$ cat config.mk
export PLATFORM = sky130hd
export DESIGN_NAME = l2_port_scheduler
export DESIGN_NICKNAME = d
export VERILOG_FILES = /design/src/rtl/l2_port_scheduler.sv
export SDC_FILE = /design/constraint.sdc
export NUM_CORES = 1
export LEC_CHECK = 0
export ABC_CLOCK_PERIOD_IN_PS = 2000
export CELL_PAD_IN_SITES_DETAIL_PLACEMENT = 2
export CELL_PAD_IN_SITES_GLOBAL_PLACEMENT = 2
export CORE_AREA = 4 4 458 460
export CTS_BUF_LIST = sky130_fd_sc_hd__clkbuf_4 sky130_fd_sc_hd__clkbuf_8 sky130_fd_sc_hd__clkbuf_16
export CTS_CLUSTER_DIAMETER = 150
export DETAILED_ROUTE_END_ITERATION = 8
export DIE_AREA = 0 0 462 464
export HOLD_SLACK_MARGIN = 0.03
export PLACE_DENSITY = 0.46
export SETUP_SLACK_MARGIN = 0.2
export SYNTH_ARGS = -nofsm -noshare
export SYNTH_HDL_FRONTEND = slang
export SYNTH_SLANG_ARGS = --single-unit
export TNS_END_PERCENT = 5
$ cat constraint.sdc
create_clock -name clk -period 2 [get_ports clk]
set_input_delay 0.4 -clock clk [delete_from_list [all_inputs] [get_ports clk]]
set_output_delay 0.4 -clock clk [all_outputs]
set_load 0.005 [all_outputs]
$ cat src/rtl/l2_port_scheduler.sv
// l2_port_scheduler
//   Shares the single 256-bit L2 request port among the L1 icache, the L1
//   dcache and the next-line prefetcher. It uses fixed priority
//   dcache > icache > prefetch, with an icache starvation guard. Exactly one
//   transaction is outstanding at a time, and it is never preempted.
//
// Ports
//   clk, reset_n            clock, asynchronous active-low reset
//   ic_read/ic_addr         icache line read request (held until ic_resp)
//   dc_read/dc_write        dcache read / writeback request (held until dc_resp)
//   dc_addr/dc_wdata        dcache line address / writeback line
//   pf_read/pf_addr         prefetch read request (may drop before grant)
//   ic_resp/dc_resp/pf_resp one-cycle completion pulses
//   rdata                   L2 read line fanned out to all requesters
//   mem_read/mem_write      registered L2 port command
//   mem_addr/mem_wdata      registered L2 port address / write line
//   mem_resp/mem_rdata      L2 completion pulse / read line
//   grant                   current owner: 0 none, 1 icache, 2 dcache, 3 prefetch
//
// state | meaning
// IDLE  | arbitrate every cycle, issue the command on a grant
// BUSY  | command held stable, waiting for mem_resp
// DONE  | one bubble cycle so the completed requester can drop its request
module l2_port_scheduler #(
  parameter int STARVE_LIMIT = 4
) (
  input  logic         clk,
  input  logic         reset_n,
  input  logic         ic_read,
  input  logic [31:0]  ic_addr,
  output logic         ic_resp,
  input  logic         dc_read,
  input  logic         dc_write,
  input  logic [31:0]  dc_addr,
  input  logic [255:0] dc_wdata,
  output logic         dc_resp,
  input  logic         pf_read,
  input  logic [31:0]  pf_addr,
  output logic         pf_resp,
  output logic [255:0] rdata,
  output logic         mem_read,
  output logic         mem_write,
  output logic [31:0]  mem_addr,
  output logic [255:0] mem_wdata,
  input  logic         mem_resp,
  input  logic [255:0] mem_rdata,
  output logic [1:0]   grant
);

  typedef enum logic [1:0] {IDLE, BUSY, DONE} state_t;

  localparam logic [1:0] OWN_NONE = 2'd0;
  localparam logic [1:0] OWN_IC   = 2'd1;
  localparam logic [1:0] OWN_DC   = 2'd2;
  localparam logic [1:0] OWN_PF   = 2'd3;
  localparam logic [3:0] LIMIT    = 4'(STARVE_LIMIT);

  state_t     state;
  logic [3:0] starve_cnt;
  logic [1:0] pick;

  // The starvation override wins over the normal priority order.
  always_comb begin
    pick = OWN_NONE;
    if (ic_read && (starve_cnt == LIMIT)) pick = OWN_IC;
    else if (dc_read || dc_write)         pick = OWN_DC;
    else if (ic_read)                     pick = OWN_IC;
    else if (pf_read)                     pick = OWN_PF;
  end

  always_ff @(posedge clk or negedge reset_n) begin
    if (!reset_n) begin
      state      <= IDLE;
      grant      <= OWN_NONE;
      mem_read   <= 1'b0;
      mem_write  <= 1'b0;
      mem_addr   <= '0;
      mem_wdata  <= '0;
      starve_cnt <= '0;
    end else begin
      case (state)
        IDLE: begin
          if (pick != OWN_NONE) begin
            grant <= pick;
            state <= BUSY;
            case (pick)
              OWN_IC: begin
                mem_addr   <= ic_addr;
                mem_read   <= 1'b1;
                mem_write  <= 1'b0;
                starve_cnt <= '0;
              end
              OWN_DC: begin
                // An illegal read+write request is issued as a writeback.
                mem_addr  <= dc_addr;
                mem_write <= dc_write;
                mem_read  <= ~dc_write;
                if (dc_write) mem_wdata <= dc_wdata;
                if (ic_read && (starve_cnt < LIMIT)) starve_cnt <= starve_cnt + 4'd1;
              end
              OWN_PF: begin
                mem_addr  <= pf_addr;
                mem_read  <= 1'b1;
                mem_write <= 1'b0;
              end
              default: ;
            endcase
          end
        end
        BUSY: begin
          if (mem_resp) begin
            mem_read  <= 1'b0;
            mem_write <= 1'b0;
            grant     <= OWN_NONE;
            state     <= DONE;
          end
        end
        DONE:    state <= IDLE;
        default: state <= IDLE;
      endcase
    end
  end

  // The completion pulse follows mem_resp in the same cycle, but only in BUSY.
  assign ic_resp = (state == BUSY) && mem_resp && (grant == OWN_IC);
  assign dc_resp = (state == BUSY) && mem_resp && (grant == OWN_DC);
  assign pf_resp = (state == BUSY) && mem_resp && (grant == OWN_PF);
  assign rdata   = mem_rdata;

endmodule

Yosys cells after proc, flatten, opt, wreduce, memory -nomap -nowiden
Index checks and enable logic that the tools add are counted.
Operators by class
  add/sub/neg operators: 1
  order comparisons: 1
  eq/ne operators: 12
  muxes and demuxes: 20
  bitwise logic cells: 1
  reduce and logical (&&, ||, !) cells: 19
Operators with widths (number)
  one-hot mux 32 bit (3 select lines): 1
  two-way mux 2 bit: 8
  AND reduction 4 bit: 3
  equality test 2 bit (second input constant): 4
  one-hot mux 1 bit (2 select lines): 4
  one-hot mux 2 bit (2 select lines): 2
  one-hot mux 4 bit (2 select lines): 1
  equality test 2 x 1 -> 1 bit (second input constant): 3
  logical AND 1 bit: 6
  inequality test 2 bit (second input constant): 3
  AND reduction 3 bit: 2
  nonzero test 2 bit: 3
  adder 4 x 1 -> 4 bit (second input constant): 1
  equality test 4 x 3 -> 1 bit (second input constant): 1
  < comparator 4 x 3 -> 1 bit (second input constant): 1
  two-way mux 4 bit: 1
  two-way mux 1 bit: 3
  inequality test 3 x 2 -> 1 bit (second input constant): 1
  nonzero test 3 bit: 1
  logical NOT 2 bit: 1
  AND reduction 2 bit: 1
  OR reduction 2 bit: 1
  logical OR 1 bit: 1
  NOT 1 bit: 1
Storage, ports and cells
  bits in registers: 298
  input port bits: 615
  output and inout port bits: 551
  word-level logic and storage cells: 61

Logic depth before layout (Yosys ltp)
Gate-level depths: netlist of run 1.
  word-level depth: 9
  depth in mapped cells: 9
  mapped depth without buffers: 6

Worst setup path after synthesis of run 1
OpenSTA, ideal clock, no wires.
  path kind: register -> register
  start point: reg starve_cnt[0]
  end point: reg mem_addr[10]
  library setup time: 0.137 ns
  arrival: 1.607 ns
  required time: 1.863 ns
  path slack: 0.256 ns
  stages on the path, launching flop included: 9
  buffers on the path: 2
  period minus slack after synthesis: 1.744 ns
  path through: dfrtp_1 inv_1 ha_1 nand4b_2 and2_1 buf_6 buf_6 a222oi_1 a21oi_1
On the way
  cells in the longest elaborated chain, start to end: 6
  elaborated cells between the ends (all ways): 10
  classes of those cells: eq/ne (4); mux (2); reduce/logical (4)
Ends and longest elaborated chain
  start, declared: line 59  | logic [3:0] starve_cnt;
  start signal, assigned: line 99  | if (ic_read && (starve_cnt < LIMIT)) starve_cnt <= starve_cnt + 4'd1;
  equality test 4 x 3 -> 1 bit *: line 65  | if (ic_read && (starve_cnt == LIMIT)) pick = OWN_IC;
  logical AND 1 bit *: line 65
  two-way mux 2 bit *: line 65
  equality test 2 bit or equality test 2 x 1 -> 1 bit (tied branches): line 86  | case (pick)
  nonzero test 3 bit (no source line)
  AND reduction 3 bit (no source line)
  end signal, assigned: line 88  | mem_addr <= ic_addr;
  end signal, assigned: line 95  | mem_addr <= dc_addr;
  end signal, assigned: line 102  | mem_addr <= pf_addr;
  end, declared: line 43  | output logic [31:0] mem_addr,
Every way passes the cells marked *; elsewhere a longest branch is shown, timed or not.
A chain may end at the register's enable or synchronous reset.

Final worst setup path of run 1
  start point: reg state[1]
  end point: out pf_resp
On the way
  cells in the longest elaborated chain, start to end: 3
Ends and longest elaborated chain
  start, declared: line 58  | state_t state;
  start signal, assigned: line 73  | state <= IDLE;
  start signal, assigned: line 85  | state <= BUSY;
  start signal, assigned: line 115  | state <= DONE;
  equality test 2 x 1 -> 1 bit: line 127  | assign pf_resp = (state == BUSY) && mem_resp && (grant == OWN_PF);
  logical AND 1 bit (2 in a row): line 127
  end, declared: line 39  | output logic pf_resp,
Every way passes these cells.

==> flow_summary_export.csv, run 1 <==
group,metric,value,unit
die,initial_util,6.55,%
critical_path,critPathRequiredTime,1.60,ns
timing,clock_skew,0.0280,ns
synth,synth.top_cells.by_count,"775 x sky130_fd_sc_hd__nand2_1, 298 x sky130_fd_sc_hd__dfrtp_1, 256 x sky130_fd_sc_hd__buf_4",
timing,finalHoldViolations,0,
power,leakage,10.6,nW
synth,syn-instance-count,1538,
layout,finish.utilization,11.6,%
cts,clockBufferDepth,3,
cts,htreeDepth,2,
timing,timing.setup.tns,-0.495,ns
layout,finish.cell_count_without_fillers,4733,
global_routing,largest_net_degree_at_the_start_of_global_routing,59,
synth,post_synth_edffs,0,
routing,routed_via_density,2.67,
synth,synth.lib_cells_used.distinct,25,
run,drv.max_cap_violation_count,0,
critical_path,crit_slowest_cell,"sky130_fd_sc_hd__dfrtp_1",
die,die_h,464,um
cts,cts_buffers,49,
synth,ys_seq_area_share,55.2,%
hold_path,worst_hold_path_type,"primary input to asynchronous set/reset pin",
cts,tritoncts_num_sinks,298,
die,floorplan.core_area,206000,sq um
routing,num_vias,12600,
critical_path,worstPathMaxFanout,3,
critical_path,worst_setup_path_endpoint,"pf_resp",
routing,route.final.wire_length,108000,um
timing,timing.max_slew.rel_slack,69.8,%
critical_path,startpoint_type,"flop",
layout,areaGrowthSynthToFinish,76.9,%
routing,route.antenna.remaining_nets,0,
synth,syn_area,13500,sq um
layout,drive_above_1_share,17.3,%
run_status,run_status,"finished with violations",
critical_path,timing.reg2reg.worst_path_depth,8,
global_routing,grt_antenna_before_repair,46,
critical_path,timing.critical_path.slowest_cell_delay,0.38,ns
synth,synth_largest_area_cell,"sky130_fd_sc_hd__dfrtp_1",
critical_path,crit_start,"state[1]$_DFFE_PN0P_",
global_routing,grt_total_usage,9.74,%
die,die_w,462,um
timing,slew_violations,0,
timing,worstMarginPinSlew,0.453,ns
die,placementRows,167,
die,boundary_pins,1166,
critical_path,setup.worst_path.end_class,"primary output",
synth,synth.top_cells.by_area,"sky130_fd_sc_hd__dfrtp_1 55%, sky130_fd_sc_hd__nand2_1 22%, sky130_fd_sc_hd__buf_4 14%",
power,worst_ir_drop_vdd,0.550,mV
critical_path,crit_path_cell_trace,"nand3b_1, inv_2, and3_4, buf_12, buf_12",
synth,synth_most_common_cell,"sky130_fd_sc_hd__nand2_1",
timing,setup_viol,18,
synth,synth-async-reset-ratio,100,%
critical_path,worst_ep_arrival_time,1.74,ns
synth,synth_adder_area_share,0.185,%
timing,worst_slack,-0.138,ns
synth,synth.avg_cell_area,8.78,sq um
timing,period_share,107,%
global_routing,grt_pass1_wl,140000,um
global_routing,via_count_of_the_first_global_routing_pass,14000,
routing,wl_per_cell,22.9,um
die,die_area,214000,sq um
placement,gp_routability_congestion,0.777,
timing,layout_min_cycle_time,2.14,ns
synth,postSynthNetCount,2155,
timing,grt_setup_unrepaired,"true",
critical_path,ff2ff_setup_slack,-0.03,ns
placement,hpwlAfterDp,91800,um
cts,clock_pin_transition_on_the_worst_setup_and_hold_timing_paths,0.06,ns
routing,drt_drc_violations_left,0,
critical_path,critical-path-top-cell-by-count,"sky130_fd_sc_hd__buf_12",
synth,synthMuxAreaShare,0.148,%
routing,drtIter0Drc,564,
critical_path,timing.setup.critical_path_class,"flop to primary output",
routing,1st_pass_router_iterations,6,
placement,placedCellCount,4630,
placement,placement.io_buffers,653,
synth,synth_compound_gate_area_share,4.16,%
power,power_density,1410,nW/um^2
cts,clk_latency,0.64,ns
critical_path,regToRegEndpoint,"mem_wdata[23]$_DFFE_PN0P_",
cts,clk_root_buffer_cell,"sky130_fd_sc_hd__clkbuf_16",
layout,finish.net_count,2602,
synth,yosysTopAreaCellShare,55.2,%
cts,cts_tree,"done",
critical_path,origin_of_the_critical_flop_to_flop_path,"state[1]$_DFFE_PN0P_",
synth,dominant_combinational_cell_family_by_area_after_synthesis,"simple AND/OR/NAND/NOR gates",
synth,synth_xor_area_share,0,%
run_status,failed_checks,"negative setup slack",
synth,yosys_warnings,0,
timing,max_freq,468,MHz
synth,synth_simple_gate_area_share,23.3,%
synth,synthFlopType,"sky130_fd_sc_hd__dfrtp_1",
synth,synth_seq_cells,298,
global_routing,grt-ovfl-total,0,
[sequential cells by signal (all words and copies together) (netlist names)]
| name | cells |
|---|---|
| starve_cnt | 4 |
| grant | 2 |
| mem_addr | 32 |
| mem_wdata | 256 |
| mem_read | 1 |
| state | 2 |
| mem_write | 1 |
[layout make-up]
cell class	instances	area (sq um)
Fill cell	24000	182000
Sequential cell	298	7470
Timing Repair Buffer	727	7150
Multi-Input combinational cell	906	4090
Tap cell	2704	3380
Clock buffer	70	1490
Clock inverter	20	274
Antenna cell	5	12.5
Inverter	3	11.3
[routing by layer]
metal	global-route usage, %	routed length [um]	up-vias	share of wire [%]
met4	3.63	4420	12	4.1
met5	0	92	-	0.085
met2	15.4	48200	754	44
met3	6.75	16600	295	15
met1	10.1	39100	6106	36
li1	-	-	5458	-
[layout by cell type (no fill, tap or decap), types with 5 or more instances in the layout]
master and n:
sky130_fd_sc_hd__nand2_4 16, sky130_fd_sc_hd__dlygate4sd2_1 107, sky130_fd_sc_hd__clkinv_2 6, sky130_fd_sc_hd__clkdlybuf4s50_1 357, sky130_fd_sc_hd__buf_6 10, sky130_fd_sc_hd__a222oi_1 32, sky130_fd_sc_hd__clkdlybuf4s15_1 97, sky130_fd_sc_hd__nand2_1 702
sky130_fd_sc_hd__buf_12 25, sky130_fd_sc_hd__dfrtp_2 8, sky130_fd_sc_hd__buf_2 54, sky130_fd_sc_hd__clkbuf_8 14, sky130_fd_sc_hd__clkdlybuf4s15_2 32, sky130_fd_sc_hd__clkbuf_16 50, sky130_fd_sc_hd__buf_4 38, sky130_fd_sc_hd__bufinv_16 5
sky130_fd_sc_hd__clkbuf_4 6, sky130_fd_sc_hd__nand2_2 57, sky130_fd_sc_hd__a21oi_1 35, sky130_fd_sc_hd__nor2_1 35, sky130_fd_sc_hd__diode_2 5, sky130_fd_sc_hd__dfrtp_1 290
[critical path: cells and delay by family (launching register included)]
kind          cells  cell delay (ns)
buf+inv           3             0.30
simple gates      2             0.42
flops             1             0.38
[where the power goes]
part           leakage [nW]  switching [mW]  internal [mW]
sequential             3.65            1.77           8.96
clock                 0.873            3.62           5.83
combinational          6.07            7.40           6.01
total                  10.6            12.8           20.8
[cells by family (layout without fill, tap and decap cells)]
kind of cell / after synthesis / count (layout)
mux: 2 / 2
compound gates: 77 / 77
fa+ha+maj: 2 / 2
flops: 298 / 298
simple gates: 825 / 825
buf+inv: 334 / 820
other cells: 0 / 5
[metrics by stage]
step | worst slack (ns) | total power [mW] | area [sq um] | hold slack [ns]
2_1_floorplan | 0.256 | 15.3 | 13500 | 0.104
3_3_place_gp | -0.382 | 26.1 | 22000 | 0.355
3_5_place_dp | -0.409 | 26.3 | 22000 | 0.355
4_1_cts | -0.258 | 35.1 | 23900 | 0.177
5_1_grt | -0.260 | 36.6 | 23900 | 0.223
6_report | -0.138 | 33.6 | 23900 | 0.289
[how the worst min path moves through the flow]
stage / start / cells after the start / to / slack, ns
finish: reset_n / 2 / mem_wdata[114]$_DFFE_PN0P_ / 0.29
detailed placement: reset_n / 1 / mem_wdata[114]$_DFFE_PN0P_ / 0.36
global placement: reset_n / 1 / mem_wdata[114]$_DFFE_PN0P_ / 0.36
global route: dc_wdata[201] / 3 / mem_wdata[201]$_DFFE_PN0P_ / 0.22
CTS: dc_wdata[201] / 3 / mem_wdata[201]$_DFFE_PN0P_ / 0.18
floorplan: reset_n / 0 / grant[0]$_DFFE_PN0P_ / 0.10
[timing repair]
action / CTS / global route
hold buffers: 1 / 0
endpoints found under the hold margin: 86 / 0
pin swaps: 80 / 5
setup buffers: 6 / 1
endpoints found under the setup margin: 581 / 297
resized for setup: 784 / 4
No activity file was read; power rests on OpenSTA's default activity.
==> inputs of run 2 (changes only) <==
--- a/config.mk
+++ b/config.mk
@@ -10,7 +10,7 @@
 export CELL_PAD_IN_SITES_GLOBAL_PLACEMENT = 2
 export CORE_AREA = 4 4 458 460
 export CTS_BUF_LIST = sky130_fd_sc_hd__clkbuf_4 sky130_fd_sc_hd__clkbuf_8 sky130_fd_sc_hd__clkbuf_16
-export CTS_CLUSTER_DIAMETER = 150
+export CTS_CLUSTER_DIAMETER = 100
 export DETAILED_ROUTE_END_ITERATION = 8
 export DIE_AREA = 0 0 462 464
 export HOLD_SLACK_MARGIN = 0.03
==> run 2 against run 1 <==
Effect of this change: wire length about the same; the run still ends with negative setup slack left; final cell count about the same; non-clock buffer count unchanged; worst hold slack worse by 0.011 ns; highest routed layer unchanged; sequential power about the same; critical path type unchanged; worst setup slack worse by 0.017 ns; sequential share of layout area up 0.21 points; clock skew down 0.010 ns; critical path depth unchanged; die area unchanged; via count down 0.36%.
==> flow_summary_export.csv, run 2 (synthesized netlist as in run 1, its figures left out) <==
group,metric,value,unit
layout,drive_above_1_share,15.9,%
routing,wl_per_cell,22.9,um
routing,drt_drc_violations_left,0,
critical_path,setup.worst_path.end_class,"primary output",
layout,top_register,"mem_wdata",
placement,gp_routability_congestion,0.777,
global_routing,grt.met1_usage,10.1,%
layout,layout_commonest_cell,"sky130_fd_sc_hd__nand2_1",
global_routing,globalRouteMet3Util,6.74,%
global_routing,grt_pass1_wl,140000,um
die,initial_util,6.55,%
hold_path,worst_hold_path_type,"primary input to asynchronous set/reset pin",
timing,period_share,108,%
routing,route.antenna.remaining_nets,0,
critical_path,timing.setup.critical_path_class,"flop to primary output",
routing,routed_via_density,2.66,
timing,clock_skew,0.0178,ns
layout,areaGrowthSynthToFinish,75.7,%
global_routing,busiest_layer,"met2",
cts,clockBufferDepth,3,
routing,1st_pass_router_iterations,8,
timing,finalHoldViolations,0,
power,leakage,10.4,nW
layout,finish.utilization,11.5,%
routing,num_vias,12600,
critical_path,startpoint_type,"flop",
cts,tritoncts_num_sinks,298,
cts,clock_pin_transition_on_the_worst_setup_and_hold_timing_paths,0.06,ns
cts,cts_tree,"done",
cts,htreeDepth,2,
layout,finish.cell_count_without_fillers,4735,
timing,layout_min_cycle_time,2.15,ns
die,die_w,462,um
die,die_h,464,um
global_routing,grt.met2_usage,15.3,%
timing,grt_setup_unrepaired,"true",
layout,biggest_regs,"mem_wdata: 256 flops, mem_addr: 32 flops, starve_cnt: 4 flops",
layout,fin_area,23700,sq um
global_routing,largest_net_degree_at_the_start_of_global_routing,59,
run_status,run_status,"finished with violations",
placement,hpwlAfterDp,91800,um
timing,slew_violations,0,
placement,place_worst_setup_slack,-0.409,ns
power,power_density,1410,nW/um^2
run,drv.max_cap_violation_count,0,
die,placementRows,167,
cts,cts_buffers,50,
placement,placement.io_buffers,653,
die,die_area,214000,sq um
timing,setup_viol,2,
die,floorplan.core_area,206000,sq um
timing,worstMarginPinSlew,0.454,ns
placement,placedCellCount,4630,
power,worst_ir_drop_vdd,0.583,mV
die,boundary_pins,1166,
cts,clk_root_buffer_cell,"sky130_fd_sc_hd__clkbuf_16",
timing,max_freq,464,MHz
global_routing,grt_antenna_before_repair,46,
routing,route.final.wire_length,108000,um
routing,drtIter0Drc,534,
timing,worst_slack,-0.155,ns
run_status,failed_checks,"negative setup slack",
critical_path,worst_ep_arrival_time,1.75,ns
placement,post_dp_cell_area,22000,sq um
layout,finish.net_count,2603,
layout,largest_register_ff_count,256,
critical_path,critPathRequiredTime,1.60,ns
global_routing,grt-ovfl-total,0,
cts,clk_latency,0.64,ns
critical_path,timing.reg2reg.worst_path_depth,8,
critical_path,worstPathMaxFanout,3,
timing,timing.max_slew.rel_slack,69.7,%
global_routing,via_count_of_the_first_global_routing_pass,13900,
layout,layout_common_cells,"743 x sky130_fd_sc_hd__nand2_1, 357 x sky130_fd_sc_hd__clkdlybuf4s50_1, 290 x sky130_fd_sc_hd__dfrtp_1",
global_routing,grt_total_usage,9.74,%
## run 2: cell count changes in the layout (fill, tap and decap cells not counted), sizes merged
cell	before	now
clkinv	9	12
dlygate4sd2	107	55
diode	5	6
bufinv	5	4
clkdlybuf4s15	129	167
clkbuf	71	70
buf	132	146
## run 2: final timing paths
path	slack, ns	from	end
worst max-delay path	-0.15	state[1]$_DFFE_PN0P_	pf_resp
worst min-delay path	0.28	reset_n	mem_wdata[114]$_DFFE_PN0P_
worst max register to register	0.02	state[1]$_DFFE_PN0P_	mem_wdata[255]$_DFFE_PN0P_
worst min register to register	0.47	mem_wdata[210]$_DFFE_PN0P_	mem_wdata[210]$_DFFE_PN0P_
max in group asynchronous	0.92	reset_n	mem_wdata[30]$_DFFE_PN0P_
min in group clk	0.28	dc_wdata[206]	mem_wdata[206]$_DFFE_PN0P_
## run 2: final cells by class
type / instances / area [sq um]
clock buffers: 69 / 1490
clock inverters: 22 / 294
flip-flops and latches: 298 / 7470
multi-input cells: 906 / 3940
fillers: 24000 / 182000
inverters: 3 / 11.3
diodes: 6 / 15.0
repair buffers: 727 / 7120
well taps: 2704 / 3380
## run 2: through the flow
step                      total power [mW]  hold slack [ns]  TNS, ns
after global placement                26.1            0.355   -42.64
final                                 33.5            0.278   -0.243
after detailed placement              26.3            0.355   -46.65
after global routing                  36.5            0.218    -9.42
after floorplan                       15.3            0.104        0
after CTS                             35.0            0.162   -0.536
## run 2: timing repair
item | CTS | global route
resized for setup | 800 | 6
setup endpoints to repair | 581 | 296
endpoints found under the hold margin | 81 | 0
hold buffers | 1 | 0
pin swaps | 38 | 5
setup buffers | 6 | 1
## run 2: layer usage
layer / part of all wire (%) / vias up
li1: - / 5456
met1: 36 / 6070
met2: 44 / 749
met3: 15 / 293
met4: 4.0 / 12
met5: 0.085 / -
## run 2: critical path: stages, from the launching register on
cell,delay (ns)
sky130_fd_sc_hd__dfrtp_1,0.38
sky130_fd_sc_hd__nand3b_1,0.21
sky130_fd_sc_hd__inv_2,0.09
sky130_fd_sc_hd__and3_4,0.22
sky130_fd_sc_hd__buf_12,0.11
sky130_fd_sc_hd__buf_12,0.10
## run 2: where the power goes
part / switching (mW) / leakage (nW) / internal (mW) / total [mW]
clock: 3.70 / 0.876 / 5.74 / 9.44
sequential: 1.78 / 3.65 / 8.96 / 10.7
combinational: 7.29 / 5.89 / 5.99 / 13.3
total: 12.8 / 10.4 / 20.7 / 33.5
==> inputs of run 3 (changes only) <==
--- a/config.mk
+++ b/config.mk
@@ -13,6 +13,7 @@
 export CTS_CLUSTER_DIAMETER = 100
 export DETAILED_ROUTE_END_ITERATION = 8
 export DIE_AREA = 0 0 462 464
+export GPL_TIMING_DRIVEN = 0
 export HOLD_SLACK_MARGIN = 0.03
 export PLACE_DENSITY = 0.46
 export SETUP_SLACK_MARGIN = 0.2
==> run 3 against run 2 <==
Effect of this change: the flow still finishes with violations (negative setup slack); count of clock-buffer cells in the layout did not move; global-route usage rose by 0.86 points; flip-flop and latch count did not move; sequential share of layout area fell by 4.6 points; first-iteration DRC count fell by 1.9%; power rose by 1.0%; critical path depth fell by 1; final area rose by 17%.
==> flow_summary_export.csv, run 3 (synthesized netlist as in run 1, its figures left out) <==
group,metric,value,unit
timing,worst_slack,-0.121,ns
critical_path,timing.setup.critical_path_class,"flop to primary output",
routing,route.antenna.remaining_nets,0,
routing,num_vias,14500,
power,power_density,1220,nW/um^2
cts,clockBufferDepth,3,
die,boundary_pins,1166,
cts,cts_buffers,47,
timing,grt_setup_unrepaired,"true",
timing,layout_min_cycle_time,2.12,ns
cts,htreeDepth,2,
routing,drtIter0Drc,524,
layout,finish.utilization,13.5,%
critical_path,worst_ep_arrival_time,1.72,ns
die,initial_util,6.55,%
layout,layout_commonest_cell,"sky130_fd_sc_hd__nand2_1",
cts,clk_root_buffer_cell,"sky130_fd_sc_hd__clkbuf_16",
layout,finish.net_count,3129,
routing,1st_pass_router_iterations,6,
power,leakage,13.0,nW
global_routing,grt_total_usage,10.6,%
routing,wl_per_cell,22.7,um
cts,cts_tree,"done",
die,placementRows,167,
placement,placement.io_buffers,909,
hold_path,worst_hold_path_type,"primary input to asynchronous set/reset pin",
timing,worstMarginPinSlew,0.692,ns
placement,gp_routability_congestion,0.836,
run_status,failed_checks,"negative setup slack",
die,floorplan.core_area,206000,sq um
layout,biggest_regs,"mem_wdata: 256 flops, mem_addr: 32 flops, starve_cnt: 4 flops",
global_routing,grt-ovfl-total,0,
die,die_w,462,um
critical_path,startpoint_type,"flop",
cts,clock_pin_transition_on_the_worst_setup_and_hold_timing_paths,0.06,ns
run_status,run_status,"finished with violations",
cts,tritoncts_num_sinks,298,
global_routing,largest_net_degree_at_the_start_of_global_routing,89,
die,die_h,464,um
timing,max_freq,471,MHz
timing,timing.setup.tns,-0.718,ns
global_routing,grt_pass1_wl,153000,um
layout,areaGrowthSynthToFinish,106,%
routing,route.final.wire_length,119000,um
timing,finalHoldViolations,0,
global_routing,via_count_of_the_first_global_routing_pass,15900,
critical_path,critPathRequiredTime,1.60,ns
timing,slew_violations,0,
timing,hold-worst-slack,0.257,ns
placement,hpwlAfterDp,103000,um
critical_path,worstPathMaxFanout,3,
placement,post_dp_cell_area,26100,sq um
die,die_area,214000,sq um
routing,drt_drc_violations_left,0,
global_routing,grt_antenna_before_repair,57,
run,drv.max_cap_violation_count,0,
power,total_power,33.8,mW
routing,routed_via_density,2.77,
layout,drive_above_1_share,20.3,%
timing,timing.max_slew.rel_slack,53.8,%
timing,period_share,106,%
cts,clk_latency,0.64,ns
layout,final.fill_count,24100,
layout,top_register,"mem_wdata",
power,worst_ir_drop_vdd,0.558,mV
timing,clock_skew,0.0315,ns
layout,fin_area,27800,sq um
timing,setup_viol,26,
layout,layout_common_cells,"774 x sky130_fd_sc_hd__nand2_1, 613 x sky130_fd_sc_hd__clkdlybuf4s50_1, 292 x sky130_fd_sc_hd__dfrtp_1",
critical_path,setup.worst_path.end_class,"primary output",
layout,largest_register_ff_count,256,
-- run 3: changes by cell type in the layout (fill, tap and decap cells not counted), sizes merged --
cell | before | now
bufbuf | 0 | 1
clkinv | 12 | 10
clkdlybuf4s15 | 167 | 90
clkinvlp | 3 | 1
dlygate4sd2 | 55 | 119
clkbuf | 70 | 113
buf | 146 | 349
dlymetal6s2s | 0 | 39
bufinv | 4 | 1
clkdlybuf4s50 | 357 | 613
diode | 6 | 7
inv | 6 | 5
-- run 3: repair_timing --
item	CTS	global route
buffers inserted	9	2
resized for setup	587	76
hold endpoints to repair	60	0
endpoints found under the setup margin	589	407
hold buffers	1	0
pin swaps	8	3
cloned	1	0
-- run 3: routing by layer --
metal	share of wire [%]	wire, um	vias to the layer above	global-route usage [%]
met1	40	48000	7084	12.4
met4	1.6	1960	36	2.08
met2	48	57100	744	17.9
met3	10	11900	149	4.53
li1	-	-	6524	-
met5	0.22	264	-	0
-- run 3: metrics by stage --
step,cells,setup WS (ns)
global route,5254,-0.259
detailed placement,5154,-1.53
floorplan,1538,0.256
global placement,5151,-16.24
finish,5257,-0.121
CTS,5248,-0.228
-- run 3: area by class of cell --
cell class,instances,area (sq um),share of cell area [%]
repair buffers,925,9090,32.7
flip-flops and latches,298,7460,26.9
multi-input cells,906,3820,13.8
well taps,2704,3380,12.2
plain buffers,331,2420,8.73
clock buffers,69,1410,5.08
clock inverters,14,131,0.473
diodes,7,17.5,0.0631
inverters,3,11.3,0.0406
-- run 3: power breakdown --
group	internal, mW	switching (mW)
Clock	5.00	3.44
Sequential	8.95	1.71
Combinational	6.53	8.17
-- run 3: critical path: stages, from the launching register on --
cell	delay [ns]
sky130_fd_sc_hd__dfrtp_1	0.39
sky130_fd_sc_hd__nand3b_1	0.22
sky130_fd_sc_hd__buf_6	0.16
sky130_fd_sc_hd__nor3b_2	0.14
sky130_fd_sc_hd__buf_2	0.17
-- run 3: final timing paths --
kind	from	to	slack (ns)	depth (start not counted)
worst min-delay path	reset_n	mem_wdata[115]$_DFFE_PN0P_	0.26	2
worst min register to register	mem_wdata[194]$_DFFE_PN0P_	mem_wdata[194]$_DFFE_PN0P_	0.46	2
max in group asynchronous	reset_n	mem_wdata[27]$_DFFE_PN0P_	0.37	4
worst max register to register	state[1]$_DFFE_PN0P_	mem_wdata[3]$_DFFE_PN0P_	-0.09	7
min in group clk	dc_wdata[109]	mem_wdata[109]$_DFFE_PN0P_	0.28	3
worst max-delay path	state[1]$_DFFE_PN0P_	ic_resp	-0.12	4
